==> config.mk <==
export PLATFORM = sky130hd
export DESIGN_NAME = instruction_fetch
export DESIGN_NICKNAME = d
export VERILOG_FILES = /design/src/rtl/instruction_fetch.sv
export SDC_FILE = /design/constraint.sdc
export NUM_CORES = 1
export LEC_CHECK = 0
export CORE_MARGIN = 5
export CORE_UTILIZATION = 40
export CTS_BUF_LIST = sky130_fd_sc_hd__clkbuf_8
export CTS_CLUSTER_SIZE = 40
export DETAILED_ROUTE_END_ITERATION = 16
export HOLD_SLACK_MARGIN = 0.12
export PLACE_DENSITY = 0.71
export SETUP_SLACK_MARGIN = 0.05
export SYNTH_ARGS = -nofsm -noshare
export SYNTH_HDL_FRONTEND = slang
export SYNTH_SLANG_ARGS = --single-unit
==> constraint.sdc <==
create_clock -name CLK -period 3.4 [get_ports CLK]
set_input_delay 0.68 -clock CLK [delete_from_list [all_inputs] [get_ports CLK]]
set_output_delay 0.68 -clock CLK [all_outputs]
set_load 0.005 [all_outputs]
==> src/rtl/instruction_fetch.sv <==
// PC generation and fetch stage: issues word-indexed reads to ProgramMemory,
// absorbs its 1-cycle read latency and presents the IF/ID pipeline register.
module instruction_fetch #(
  parameter logic [31:0] RESET_PC   = 32'h0000_0000,
  parameter int unsigned IMEM_WORDS = 32
) (
  input  logic        CLK,
  input  logic        RESET,
  input  logic        STALL,
  input  logic        BRANCH_TAKEN,
  input  logic [31:0] BRANCH_TARGET,
  input  logic        JUMP,
  input  logic [25:0] JUMP_INDEX,
  output logic        IMEM_READ,
  output logic        IMEM_WRITE,
  output logic [31:0] IMEM_ADDR,
  input  logic [31:0] IMEM_DATA,
  output logic [31:0] IF_INSTR,
  output logic [31:0] IF_PC,
  output logic [31:0] IF_PC_PLUS4,
  output logic        IF_VALID,
  output logic        FETCH_FAULT
);

  localparam logic [0:0]  RUN   = 1'b0;
  localparam logic [0:0]  FAULT = 1'b1;
  localparam logic [31:0] WORDS = 32'(IMEM_WORDS);

  logic [0:0]  state;
  logic [31:0] pc;
  logic [31:0] req_pc;
  logic        req_valid;
  logic        at_end;
  logic [31:0] seq_pc;
  logic [31:0] jump_target;
  logic        reset_pc_bad;
  logic        branch_bad;
  logic        jump_bad;
  logic        seq_bad;

  function automatic logic bad_addr(input logic [31:0] a);
    return (a[1:0] != 2'b00) || ((a >> 2) >= WORDS);
  endfunction

  always_comb begin
    seq_pc       = pc + 32'd4;
    jump_target  = {IF_PC_PLUS4[31:28], JUMP_INDEX, 2'b00};
    reset_pc_bad = bad_addr(RESET_PC);
    branch_bad   = bad_addr(BRANCH_TARGET);
    jump_bad     = bad_addr(jump_target);
    seq_bad      = bad_addr(seq_pc);
  end

  // During a stall the memory re-reads the held request so its data is
  // still current on the release cycle.
  always_comb begin
    IMEM_READ  = (state == RUN);
    IMEM_WRITE = 1'b0;
    IMEM_ADDR  = STALL ? (req_pc >> 2) : (pc >> 2);
  end

  always_ff @(posedge CLK) begin
    if (RESET) begin
      pc          <= reset_pc_bad ? '0 : RESET_PC;
      req_pc      <= '0;
      req_valid   <= 1'b0;
      at_end      <= 1'b0;
      IF_INSTR    <= '0;
      IF_PC       <= '0;
      IF_PC_PLUS4 <= '0;
      IF_VALID    <= 1'b0;
      FETCH_FAULT <= reset_pc_bad;
      state       <= reset_pc_bad ? FAULT : RUN;
    end else if (state == RUN) begin
      if (BRANCH_TAKEN) begin
        if (branch_bad) begin
          state       <= FAULT;
          FETCH_FAULT <= 1'b1;
          req_valid   <= 1'b0;
          IF_VALID    <= 1'b0;
        end else begin
          pc        <= BRANCH_TARGET;
          req_valid <= 1'b0;
          IF_VALID  <= 1'b0;
          at_end    <= 1'b0;
        end
      end else if (JUMP && IF_VALID) begin
        if (jump_bad) begin
          state       <= FAULT;
          FETCH_FAULT <= 1'b1;
          req_valid   <= 1'b0;
          IF_VALID    <= 1'b0;
        end else begin
          pc        <= jump_target;
          req_valid <= 1'b0;
          IF_VALID  <= 1'b0;
          at_end    <= 1'b0;
        end
      end else if (!STALL) begin
        // Falling off the last word: pc is held, the in-flight last word
        // drains into IF/ID first, and the fault is raised on the edge after.
        if (at_end) begin
          if (req_valid) begin
            IF_INSTR    <= IMEM_DATA;
            IF_PC       <= req_pc;
            IF_PC_PLUS4 <= req_pc + 32'd4;
            IF_VALID    <= 1'b1;
            req_valid   <= 1'b0;
          end else begin
            state       <= FAULT;
            FETCH_FAULT <= 1'b1;
            IF_VALID    <= 1'b0;
          end
        end else begin
          IF_INSTR    <= IMEM_DATA;
          IF_PC       <= req_pc;
          IF_PC_PLUS4 <= req_pc + 32'd4;
          IF_VALID    <= req_valid;
          req_pc      <= pc;
          req_valid   <= 1'b1;
          if (seq_bad) begin
            at_end <= 1'b1;
          end else begin
            pc <= seq_pc;
          end
        end
      end
    end
  end

endmodule

==> out/results.txt, run 1 <==
VDD IR max -> 239 uV
most frequent cells in the layout -> clkdlybuf4s50_1, nand2_1, dfxtp_1
Total GRT Usage -> 19.8%
setup ws final -> 354 ps
TritonRoute pass-1 iters -> 4
first-pass GRT wire length -> 34800 um
Async S/R FF share, synth -> 0%
f_max -> 328 MHz
largest net degree at the start of global routing -> 68
number of synthesized flops with an enable pin -> 0
DP HPWL -> 15900 um
Avg WL per Cell -> 16.0 um
GPL Wtd Cong -> 0.841
required time of the critical path -> 3760 ps
setup repair after global routing missed its margin -> false
die width -> 145 um
Initial Utilization -> 40.7%
die area -> 0.0211 sq mm
post-synth top area share -> 44.5%
final setup fails -> 0
Hold Path Class -> flip-flop to flip-flop
Pwr Total -> 0.00404 W
Nets -> 1210
cell taking the most area after synthesis -> dfxtp_1
Initial DRC Count -> 445
crit-path max FO -> 13
critical setup path kind -> flip-flop to flip-flop
Placed Cells -> 1322
via/cell ratio -> 5.22
Lkg Pwr -> 3.54 nW
final setup TNS -> 0 ps
max cap viols -> 0
Inserted Clock Buffers -> 17
final setup skew -> 13.2 ps
Ports -> 227
Tmin final -> 3050 ps
Setup WS pre-CTS -> 93.9 ps
initial antenna violation count -> 0
Routed Antenna Nets -> 0
Die Y -> 145 um
Yosys cell types -> 52
DRC viols -> 0
DR vias -> 7073
Clock Path Buffers -> 2
H-tree Lvls -> 4
clk root buf -> clkbuf_8
Worst setup SP type -> flip-flop
Post-Synthesis Mean Instance Area -> 8.01 sq um
row count -> 49
Post-CTS Resized -> 0
largest cells by area after synthesis -> dfxtp_1, nand2_1, a21oi_1
Clock transition at path regs -> 90 ps
Synthesis Warnings -> 0
area grow syn2layout -> 40.0%
Final Hold Slack -> 457 ps
Worst-Margin Slew -> 735 ps
setup bufs post-CTS -> 0
post-cts hold buffer count -> 0
crit share post-route -> 89.6%
CTS Sinks -> 163
mapped cell area -> 0.00733 sq mm
core area -> 0.0180 sq mm
most common cell after layout, fill and taps aside -> clkdlybuf4s50_1
sequential area share after synthesis -> 44.5%
pwr/cell area -> 394 mW/mm^2
Hold Vio Cnt, Final -> 0
number of global-route vias before repair -> 6550
crit end category -> flip-flop
arrival time at the worst endpoint -> 3400 ps
fraction of layout cells with a size suffix above 1 -> 8.98%
antenna cells -> 0
Slew HR -> 51.0%
Cells after Synth -> 915
status -> finished clean
total congestion overflow -> 0
input/output buffers -> 223
Most used DFF post-synth -> dfxtp_1
final WL -> 21700 um
FF+latch count, synth -> 163
later-pin clock latency in the skew report -> 460 ps
TritonCTS clock tree -> done
fin cells -> 1354
max-slew violations -> 0
-- state kept, by name (all words and copies together), names as in the netlist --
signal	flops
IF_INSTR	32
IF_PC_PLUS4	30
req_valid	1
pc	32
req_pc	32
IF_PC	32
state	1
IF_VALID	1
FETCH_FAULT	1
at_end	1
-- Yosys cell counts, types with 14 or more instances --
cell / n
a211oi_1: 16
a21oi_1: 124
and2_1: 27
clkbuf_1: 60
dfxtp_1: 163
mux2_2: 27
nand2_1: 222
nand3_1: 23
nand4_1: 20
nor2_1: 40
nor3_1: 16
nor4_1: 14
o21ai_0: 28
xnor2_1: 15
xor2_1: 24
-- layout make-up --
type                            count  area, sq um
Multi-Input combinational cell    670         3730
Tap cell                          229          287
Fill cell                        1667         7760
Timing Repair Buffer              252         2480
Inverter                            8         30.0
Clock inverter                     13          206
Sequential cell                   163         3260
Clock buffer                       19          262
-- power by group --
group | internal [W] | total, W | switching [W]
registers | 0.00195 | 0.00198 | 0.0000317
logic | 0.000236 | 0.000427 | 0.000192
clock network | 0.000912 | 0.00163 | 0.000721
-- metrics by stage --
stage                     area, sq um  util, %
after global placement           9790     54.3
after CTS                       10300     56.9
after detailed placement         9790     54.3
after floorplan                  7340        -
after global routing            10300     56.9
final                           10300     56.9
-- logic make-up (layout without fill, tap and decap cells) --
group,after synthesis,count (layout),synth area share [%]
AOI/OAI and AO/OA,198,198,15.4
adders and majority gates,3,3,0.512
and+or+nand+nor,400,400,25.8
muxes,27,27,4.15
other,1,3,0.0512
buffers and inverters,84,292,4.88
DFF,163,163,44.5
xor gates and xnor gates,39,39,4.66
-- layer usage --
metal / global-route usage, % / vias to the layer above / routed length, um
met5: 0 / - / 0
met4: 4.90 / 0 / 184
met3: 4.67 / 12 / 1420
met2: 32.2 / 233 / 10100
met1: 26.7 / 3287 / 9930
li1: - / 3541 / -
-- worst max-delay path, stage by stage (launching register included) --
cell and delay [ps]:
dfxtp_1 340, ha_1 290, nand4_1 200, nor4_1 560
a31oi_1 190, a211oi_1 490, nand4b_4 250, o211a_1 290
buf_4 180, and2_1 160
-- final timing paths --
check,end,startpoint,slack [ps],cells after the start
setup / recovery,pc[7],pc[2],350,9
hold / removal,IF_PC[3],IF_PC[3],460,2
setup reg to reg,pc[7],pc[2],350,9
hold reg to reg,IF_PC[3],IF_PC[3],460,2
Power figures use the tool's default switching activity.
==> inputs of run 2 (changes only) <==
==> constraint.sdc (replaced) <==
create_clock -name CLK -period 3.46 [get_ports CLK]
set_input_delay 0.692 -clock CLK [delete_from_list [all_inputs] [get_ports CLK]]
set_output_delay 0.692 -clock CLK [all_outputs]
set_load 0.005 [all_outputs]
==> out/results.txt, run 2 (synthesized netlist as in run 1, its figures left out) <==
status -> finished clean
crit end category -> flip-flop
DRC viols -> 0 (unchanged)
min-delay src -> IF_PC[31]
Inserted Clock Buffers -> 17 (unchanged)
Avg WL per Cell -> 16.4 um (+2.4%)
Worst setup SP type -> flip-flop
Routed Antenna Nets -> 0 (unchanged)
arrival time at the worst endpoint -> 3410 ps (about the same)
setup ws final -> 427 ps (+72.6 ps)
initial antenna violation count -> 0 (unchanged)
most frequent cells in the layout -> clkdlybuf4s50_1, nand2_1, dfxtp_1
crit share post-route -> 87.7% (-1.9 points)
post-cts hold buffer count -> 0 (unchanged)
Hold Path Cell Cnt -> 2 (unchanged)
later-pin clock latency in the skew report -> 460 ps (about the same)
design area -> 0.0103 sq mm (unchanged)
final WL -> 22200 um (+2.5%)
area grow syn2layout -> 40.0% (unchanged)
GPL Wtd Cong -> 0.828 (-1.6%)
M1 WL -> 10100 um (+1.6%)
final setup fails -> 0 (unchanged)
setup bufs post-CTS -> 0 (unchanged)
Slew HR -> 50.4% (-0.60 points)
Ports -> 227 (unchanged)
pwr/cell area -> 379 mW/mm^2 (-3.9%)
delay of the slowest cell on the worst path -> 500 ps (-60 ps)
switching power -> 0.000932 W (-1.3%)
die area -> 0.0211 sq mm (unchanged)
Initial DRC Count -> 358 (-20%)
first-pass GRT wire length -> 35500 um (+2.0%)
row count -> 49 (unchanged)
most common cell after layout, fill and taps aside -> clkdlybuf4s50_1
r2r worst-path depth -> 10 (+1)
fin cells -> 1355 (+0.074%)
Critical Path Start -> pc[2]
Lkg Pwr -> 3.55 nW (+0.28%)
CTS Sinks -> 163 (unchanged)
routed length on met3 -> 1480 um (+4.3%)
input/output buffers -> 223 (unchanged)
Hold Path Class -> flip-flop to flip-flop
Total GRT Usage -> 20.1% (+0.31 points)
Clock Path Buffers -> 2 (unchanged)
DR vias -> 7140 (+0.95%)
TritonRoute pass-1 iters -> 5 (+1)
Placed Cells -> 1323 (+0.076%)
Worst-Margin Slew -> 744 ps (+9.06 ps)
number of global-route vias before repair -> 6563 (+0.20%)
largest net degree at the start of global routing -> 68 (unchanged)
Tmin final -> 3030 ps (-12.6 ps)
core area -> 0.0180 sq mm (unchanged)
clock power share -> 38.9% (-1.5 points)
total congestion overflow -> 0 (unchanged)
Initial Utilization -> 40.7% (unchanged)
required time of the critical path -> 3840 ps (+80 ps)
VDD IR max -> 241 uV (+0.75%)
Die Y -> 145 um (unchanged)
Clock transition at path regs -> 90 ps (about the same)
via/cell ratio -> 5.27 (+0.87%)
antenna cells -> 0 (unchanged)
H-tree Lvls -> 4 (unchanged)
met2 wire length -> 10400 um (+3.0%)
TritonCTS clock tree -> done
power share of the sequential group -> 50.2% (+1.1 points)
fraction of layout cells with a size suffix above 1 -> 8.97% (about the same)
critical setup path kind -> flip-flop to flip-flop
final setup skew -> 16.9 ps (+3.63 ps)
max-slew violations -> 0 (unchanged)
DP HPWL -> 16300 um (+2.4%)
Setup WS pre-CTS -> 117 ps (+23.5 ps)
critical-path cell list -> ha_1, nand4_1, or4_4, nor4_2, o22ai_1, nor4_4, nand4b_4, buf_4, or3_1, a221oi_2
Hold Vio Cnt, Final -> 0 (unchanged)
Worst path slowest cell -> or4_4
Placed Area -> 0.00983 sq mm (+0.33%)
Top Metal Used -> met4
Post-CTS Resized -> 0 (unchanged)
max cap viols -> 0 (unchanged)
Pwr Total -> 0.00389 W (-3.9%)
final setup TNS -> 0 ps (unchanged)
setup repair after global routing missed its margin -> false
reg2reg start -> pc[2]
crit-path max FO -> 9 (-4)
switching part of the total power -> 24.0% (+0.62 points)
f_max -> 330 MHz (+0.42%)
die width -> 145 um (unchanged)
clk root buf -> clkbuf_8
internal power -> 0.00296 W (-4.7%)
Nets -> 1211 (+0.083%)
Gate power share -> 10.9% (+0.3 points)
==> run 2: metrics by stage <==
step / hold slack (ps) / util (%)
6_report: 454 / 56.9
4_1_cts: 457 / 56.9
3_3_place_gp: 442 / 54.5
3_5_place_dp: 446 / 54.5
2_1_floorplan: 432 / -
5_1_grt: 474 / 56.9
==> run 2: path summary, 6_finish.rpt <==
| kind | slack, ps | endpoint |
|---|---|---|
| max | 430 | pc[4] |
| min | 450 | IF_PC[31] |
| min reg2reg | 450 | IF_PC[31] |
| max reg2reg | 430 | pc[4] |
==> run 2: critical path: cells and delay by family (launching register included) <==
family,cells,cell delay (ps)
DFF,1,340
and+or+nand+nor,6,1760
AOI/OAI and AO/OA,2,350
adders and majority gates,1,310
buffers and inverters,1,180
==> run 2: cell type report <==
cell class	count	area (sq um)
clock buffers	18	248
multi-input cells	670	3730
clock inverters	14	188
flip-flops and latches	163	3260
fillers	1669	7760
inverters	8	30.0
repair buffers	253	2520
well taps	229	287
==> run 2: routing by layer <==
metal | vias to the layer above | global-route usage [%]
met5 | - | 0
met4 | 0 | 4.94
met3 | 18 | 5.23
met2 | 240 | 32.3
met1 | 3329 | 27.2
li1 | 3553 | -
==> run 2: power by group through the flow <==
stage | combinational (W) | clock, W | sequential, W
2_1_floorplan | 0.000170 | 0 | 0.00199
3_3_place_gp | 0.000421 | 0 | 0.00200
3_5_place_dp | 0.000426 | 0 | 0.00200
4_1_cts | 0.000428 | 0.00155 | 0.00195
5_1_grt | 0.000460 | 0.00163 | 0.00196
6_report | 0.000423 | 0.00151 | 0.00195
==> RTL change 1 (config.mk and constraints of run 1) <==
Set the parameter `IMEM_WORDS` to 24 (it was 32).
--- a/src/rtl/instruction_fetch.sv
+++ b/src/rtl/instruction_fetch.sv
@@ -4,3 +4,3 @@
   parameter logic [31:0] RESET_PC   = 32'h0000_0000,
-  parameter int unsigned IMEM_WORDS = 32
+  parameter int unsigned IMEM_WORDS = 24
 ) (
Behaviour: not the same (Yosys sat finds a counterexample within 4 cycles, from zero or initial values and one cycle with RESET high).
==> RTL change 1 against run 1 <==
Clock power is 14% lower; routed wire length increased by 1.4%; worst hold slack worse by 0.0031 ns; die area rose by 4.1%; cell area up 1.6%; power shrank 5.1%; sequential cell count unchanged; setup slack lost 0.095 ns; core utilization decreased by 1.4 points; clock skew is 0.0017 ns lower; maximum frequency down 3.0%; area after synthesis rose by 4.4%; critical path depth unchanged; critical endpoint is now pc[16]; largest power group unchanged.
==> RTL change 1: results (changes against run 1) <==
INFO  metric run_status = complete, no violations
INFO  metric arrival = 3.45 ns (+0.05 ns)
INFO  metric final_cells = 1395 (+3.0%)
INFO  metric drt_iter0_markers = 315 (-29%)
INFO  metric grt_max_degree = 98 (+44%)
INFO  metric timing_worst_slew_pin_value = 0.9960 ns (+0.2614 ns)
INFO  metric estimated_wirelength_of_the_detail_placed_design = 15.92 mm (about the same)
INFO  metric cell_internal_pwr = 0.002941 W (-5.1%)
INFO  metric grt_util_all_layers = 19.46% (-0.35 points)
INFO  metric drive_gt1_share = 7.924% (-1.1 points)
INFO  metric synth-compound-area-share = 15.66% (+0.23 points)
INFO  metric critical_path.max_fanout = 12 (-1)
INFO  metric leading_cell_types_by_count_after_synthesis = nand2_1 (228), dfxtp_1 (163), a21oi_1 (130)
INFO  metric ys_seq_area_share = 42.63% (-1.9 points)
INFO  metric gp_congestion = 0.8768 (+4.2%)
INFO  metric ys_top_cells_by_area = dfxtp_1 (43%), nand2_1 (11%), a21oi_1 (8.5%), mux2_2 (4.3%), a211oi_1 (2.7%)
INFO  metric post_synth_xor_xnor_area = 3.890% (-0.77 points)
INFO  metric first_global_vias = 6795 (+3.7%)
INFO  metric leakage_dissipation = 3.492 nW (-1.5%)
INFO  metric r2r_start = pc[3]
INFO  metric dp_worst_setup_slack = 0.2724 ns (+0.1785 ns)
INFO  metric synth_cell_types = 63 (+21%)
INFO  metric num-nets-final = 1249 (+3.2%)
INFO  metric grt_pass1_wl = 35.00 mm (+0.62%)
INFO  metric hold_end = IF_PC[19]
INFO  metric r2r_setup_slack = 0.26 ns (-0.09 ns)
INFO  metric mux_cell_area_share_after_synthesis = 5.051% (+0.90 points)
INFO  metric skew = 0.01156 ns (-0.001667 ns)
INFO  metric worst_r2r_endpoint = pc[16]
INFO  metric clock_latency_at_the_later_pin_of_the_worst_skew_pair = 0.44 ns (-0.02 ns)
INFO  metric yosys.area_share.adder = 0.4904% (-0.022 points)
## RTL change 1: cell count changes after synthesis, moves of 8 or more
cell	delta
a211oi_1	+12
and2_1	-22
buf_4	+9
clkbuf_1	-8
nand2b_1	+19
nor2_1	+13
o21ai_0	-16
## RTL change 1: cell type report
type,count,area [sq um]
well taps,234,292.8
inverters,7,26.28
flip-flops and latches,163,3263
repair buffers,248,2480
fillers,1765,8339
multi-input cells,714,3985
clock inverters,10,120.1
clock buffers,19,261.5
## RTL change 1: how the worst max path moves through the flow
stage	end	slack, ns
floorplan	pc[10]	0.38
detailed placement	pc[4]	0.27
global placement	pc[0]	0.32
finish	pc[16]	0.26
CTS	pc[16]	0.29
global route	pc[24]	0.10
## RTL change 1: worst register-to-register path, cell delays in order, from the launching register on
cell	delay (ns)
dfxtp_1	0.48
ha_1	0.31
nand3_1	0.12
or4_1	0.54
or3_2	0.47
o21ai_0	0.26
o211ai_1	0.23
o31ai_4	0.30
buf_4	0.22
a211oi_1	0.09
## RTL change 1: per-layer routing
metal,wire length (microns),vias up,global-route usage (%)
li1,-,3693,-
met5,0,-,0
met4,347,0,5.266
met1,9816,3357,25.15
met2,10400,227,33.04
met3,1397,29,4.174
## RTL change 1: through the flow
| step | instance area, sq um | hold WS [ns] | power (W) | utilization, % |
|---|---|---|---|---|
| finish | 10430 | 0.4540 | 0.003837 | 55.57 |
| global placement | 10050 | 0.4413 | 0.002483 | 53.53 |
| floorplan | 7662 | 0.4321 | 0.002219 | - |
| global route | 10430 | 0.4771 | 0.004015 | 55.57 |
| detailed placement | 10050 | 0.4451 | 0.002489 | 53.53 |
| CTS | 10430 | 0.4570 | 0.003888 | 55.57 |
## RTL change 1: cells by family (layout without fill, tap and decap cells)
group | count (synthesis) | after routing
flops | 163 | 163
buf+inv | 87 | 284
simple gates | 437 | 437
fa+ha+maj | 3 | 3
compound gates | 202 | 202
mux | 35 | 35
xor+xnor | 34 | 34
other cells | 1 | 3
## RTL change 1: power groups by stage
stage / Clock [W] / Combinational (W) / Sequential (W)
3_3_place_gp: 0 / 0.000457 / 0.00203
3_5_place_dp: 0 / 0.000461 / 0.00203
5_1_grt: 0.00153 / 0.000495 / 0.00199
4_1_cts: 0.00144 / 0.000463 / 0.00198
2_1_floorplan: 0 / 0.000192 / 0.00203
6_report: 0.00140 / 0.000455 / 0.00198
==> RTL change 2 (flow settings as in run 1) <==
Without the edit above. Register the input `BRANCH_TARGET` before use. The logic sees it one clock later. The other inputs are not delayed to match.
--- a/src/rtl/instruction_fetch.sv
+++ b/src/rtl/instruction_fetch.sv
@@ -28,2 +28,8 @@
 
+  logic [31:0] BRANCH_TARGET_q;
+
+  always_ff @(posedge CLK) begin
+    BRANCH_TARGET_q <= BRANCH_TARGET;
+  end
+
   logic [0:0]  state;
@@ -48,3 +54,3 @@
     reset_pc_bad = bad_addr(RESET_PC);
-    branch_bad   = bad_addr(BRANCH_TARGET);
+    branch_bad   = bad_addr(BRANCH_TARGET_q);
     jump_bad     = bad_addr(jump_target);
@@ -81,3 +87,3 @@
         end else begin
-          pc        <= BRANCH_TARGET;
+          pc        <= BRANCH_TARGET_q;
           req_valid <= 1'b0;
Function: changed (a bounded check fails within 4 cycles, from zero or initial values and one cycle with RESET high).
==> RTL change 2 against run 1 <==
Maximum frequency shrank 5.6%; setup slack lost 0.18 ns; die area grew 9.6%; sequential share of layout area grew 3.4 points; cell area grew 8.0%; sequential cell count grew 32; area after synthesis grew 10%; routed wire length grew 9.2%; power grew 6.5%; critical endpoint is now pc[5]; largest cell class is now registers; highest routed layer unchanged.
==> RTL change 2: results (changes against run 1) <==
INFO  metric run_status = complete, no violations
INFO  metric m1WireLength = 10.84 mm (+9.1%)
INFO  metric estimated_wirelength_of_the_detail_placed_design = 17.54 mm (+10%)
INFO  metric grt_max_degree = 80 (+18%)
INFO  metric multi_input_area_share = 34.99% (-1.3 points)
INFO  metric route.met2.wl = 11.12 mm (+9.8%)
INFO  metric layout.clock.cell_area_share = 3.432% (-1.1 points)
INFO  metric clockBufferCount = 17 (-2)
INFO  metric post_drt_wl_per_cell = 16.21 microns (+1.3%)
INFO  metric leading_cell_types_by_count_after_synthesis = nand2_1 (231), dfxtp_1 (195), a21oi_1 (113)
INFO  metric signal_buffer_area_fraction = 22.92% (-1.3 points)
INFO  metric drive_gt1_share = 9.412% (+0.43 points)
INFO  metric timing.max_slew.rel_slack = 54.19% (+3.2 points)
INFO  metric critical_path.max_fanout = 7 (-6)
INFO  metric r2r_start = pc[8]
INFO  metric grt_pass1_wl = 38.16 mm (+9.7%)
INFO  metric synth_cell_types = 53 (+1.9%)
INFO  metric globalRouteMet1Util = 27.21% (+0.47 points)
INFO  metric gp_congestion = 0.9250 (+10%)
INFO  metric worst_vdd_drop = 0.2238 mV (-6.3%)
INFO  metric dp_worst_setup_slack = 0.05850 ns (-0.03541 ns)
INFO  metric met2_usage = 31.88% (-0.29 points)
INFO  metric share_seq_of_total_power = 55.4% (+6.3 points)
INFO  metric yosys_register_bits = 195 (+20%)
INFO  metric ys_top_cells_by_area = dfxtp_1 (48%), nand2_1 (11%), a21oi_1 (7.0%), mux2_2 (3.8%), clkbuf_1 (2.9%)
INFO  metric design.die.area = 23160 sq um (+9.6%)
RTL change 2: cell types whose count changed after synthesis, sizes merged, moves of 7 or more:
| cell | before | now |
|---|---|---|
| and2 | 27 | 2 |
| dfxtp | 163 | 195 |
| o21ai | 28 | 17 |
| a21oi | 124 | 113 |
| nor2 | 40 | 58 |
| and3 | 8 | 28 |
| nand2 | 222 | 232 |
| or3 | 5 | 12 |
| a211oi | 16 | 29 |
RTL change 2: how the worst max path moves through the flow:
stage | start | slack, ns | endpoint
2_1_floorplan | pc[6] | 0.22 | pc[20]
3_3_place_gp | pc[8] | 0.13 | pc[8]
3_5_place_dp | pc[2] | 0.06 | pc[5]
4_1_cts | pc[8] | 0.06 | pc[31]
5_1_grt | pc[8] | 0.05 | pc[28]
6_report | pc[8] | 0.17 | pc[5]
RTL change 2: repair_timing:
| item | CTS | global route |
|---|---|---|
| buffers inserted | 0 | 0 |
| cloned | 0 | 1 |
| setup endpoints to repair | 9 | 30 |
| resized for setup | 1 | 7 |
| hold endpoints to repair | 0 | 0 |
| pin swaps | 1 | 1 |
RTL change 2: cell families after synthesis:
group           count (synthesis)  share of synthesized area [%]
mux                            28                          3.884
flops                         195                          48.28
simple gates                  440                          25.57
other cells                     1                        0.04638
compound gates                189                          13.68
buf+inv                        89                          4.658
fa+ha+maj                       2                         0.3095
xor+xnor                       33                          3.575
RTL change 2: per-stage QoR:
stage | total power (W) | hold WS (ns) | instances
after floorplan | 0.002621 | 0.4321 | 979
after global placement | 0.002882 | 0.4414 | 1427
after detailed placement | 0.002887 | 0.4466 | 1427
after CTS | 0.004350 | 0.4611 | 1459
after global routing | 0.004503 | 0.4769 | 1460
final | 0.004309 | 0.4579 | 1460
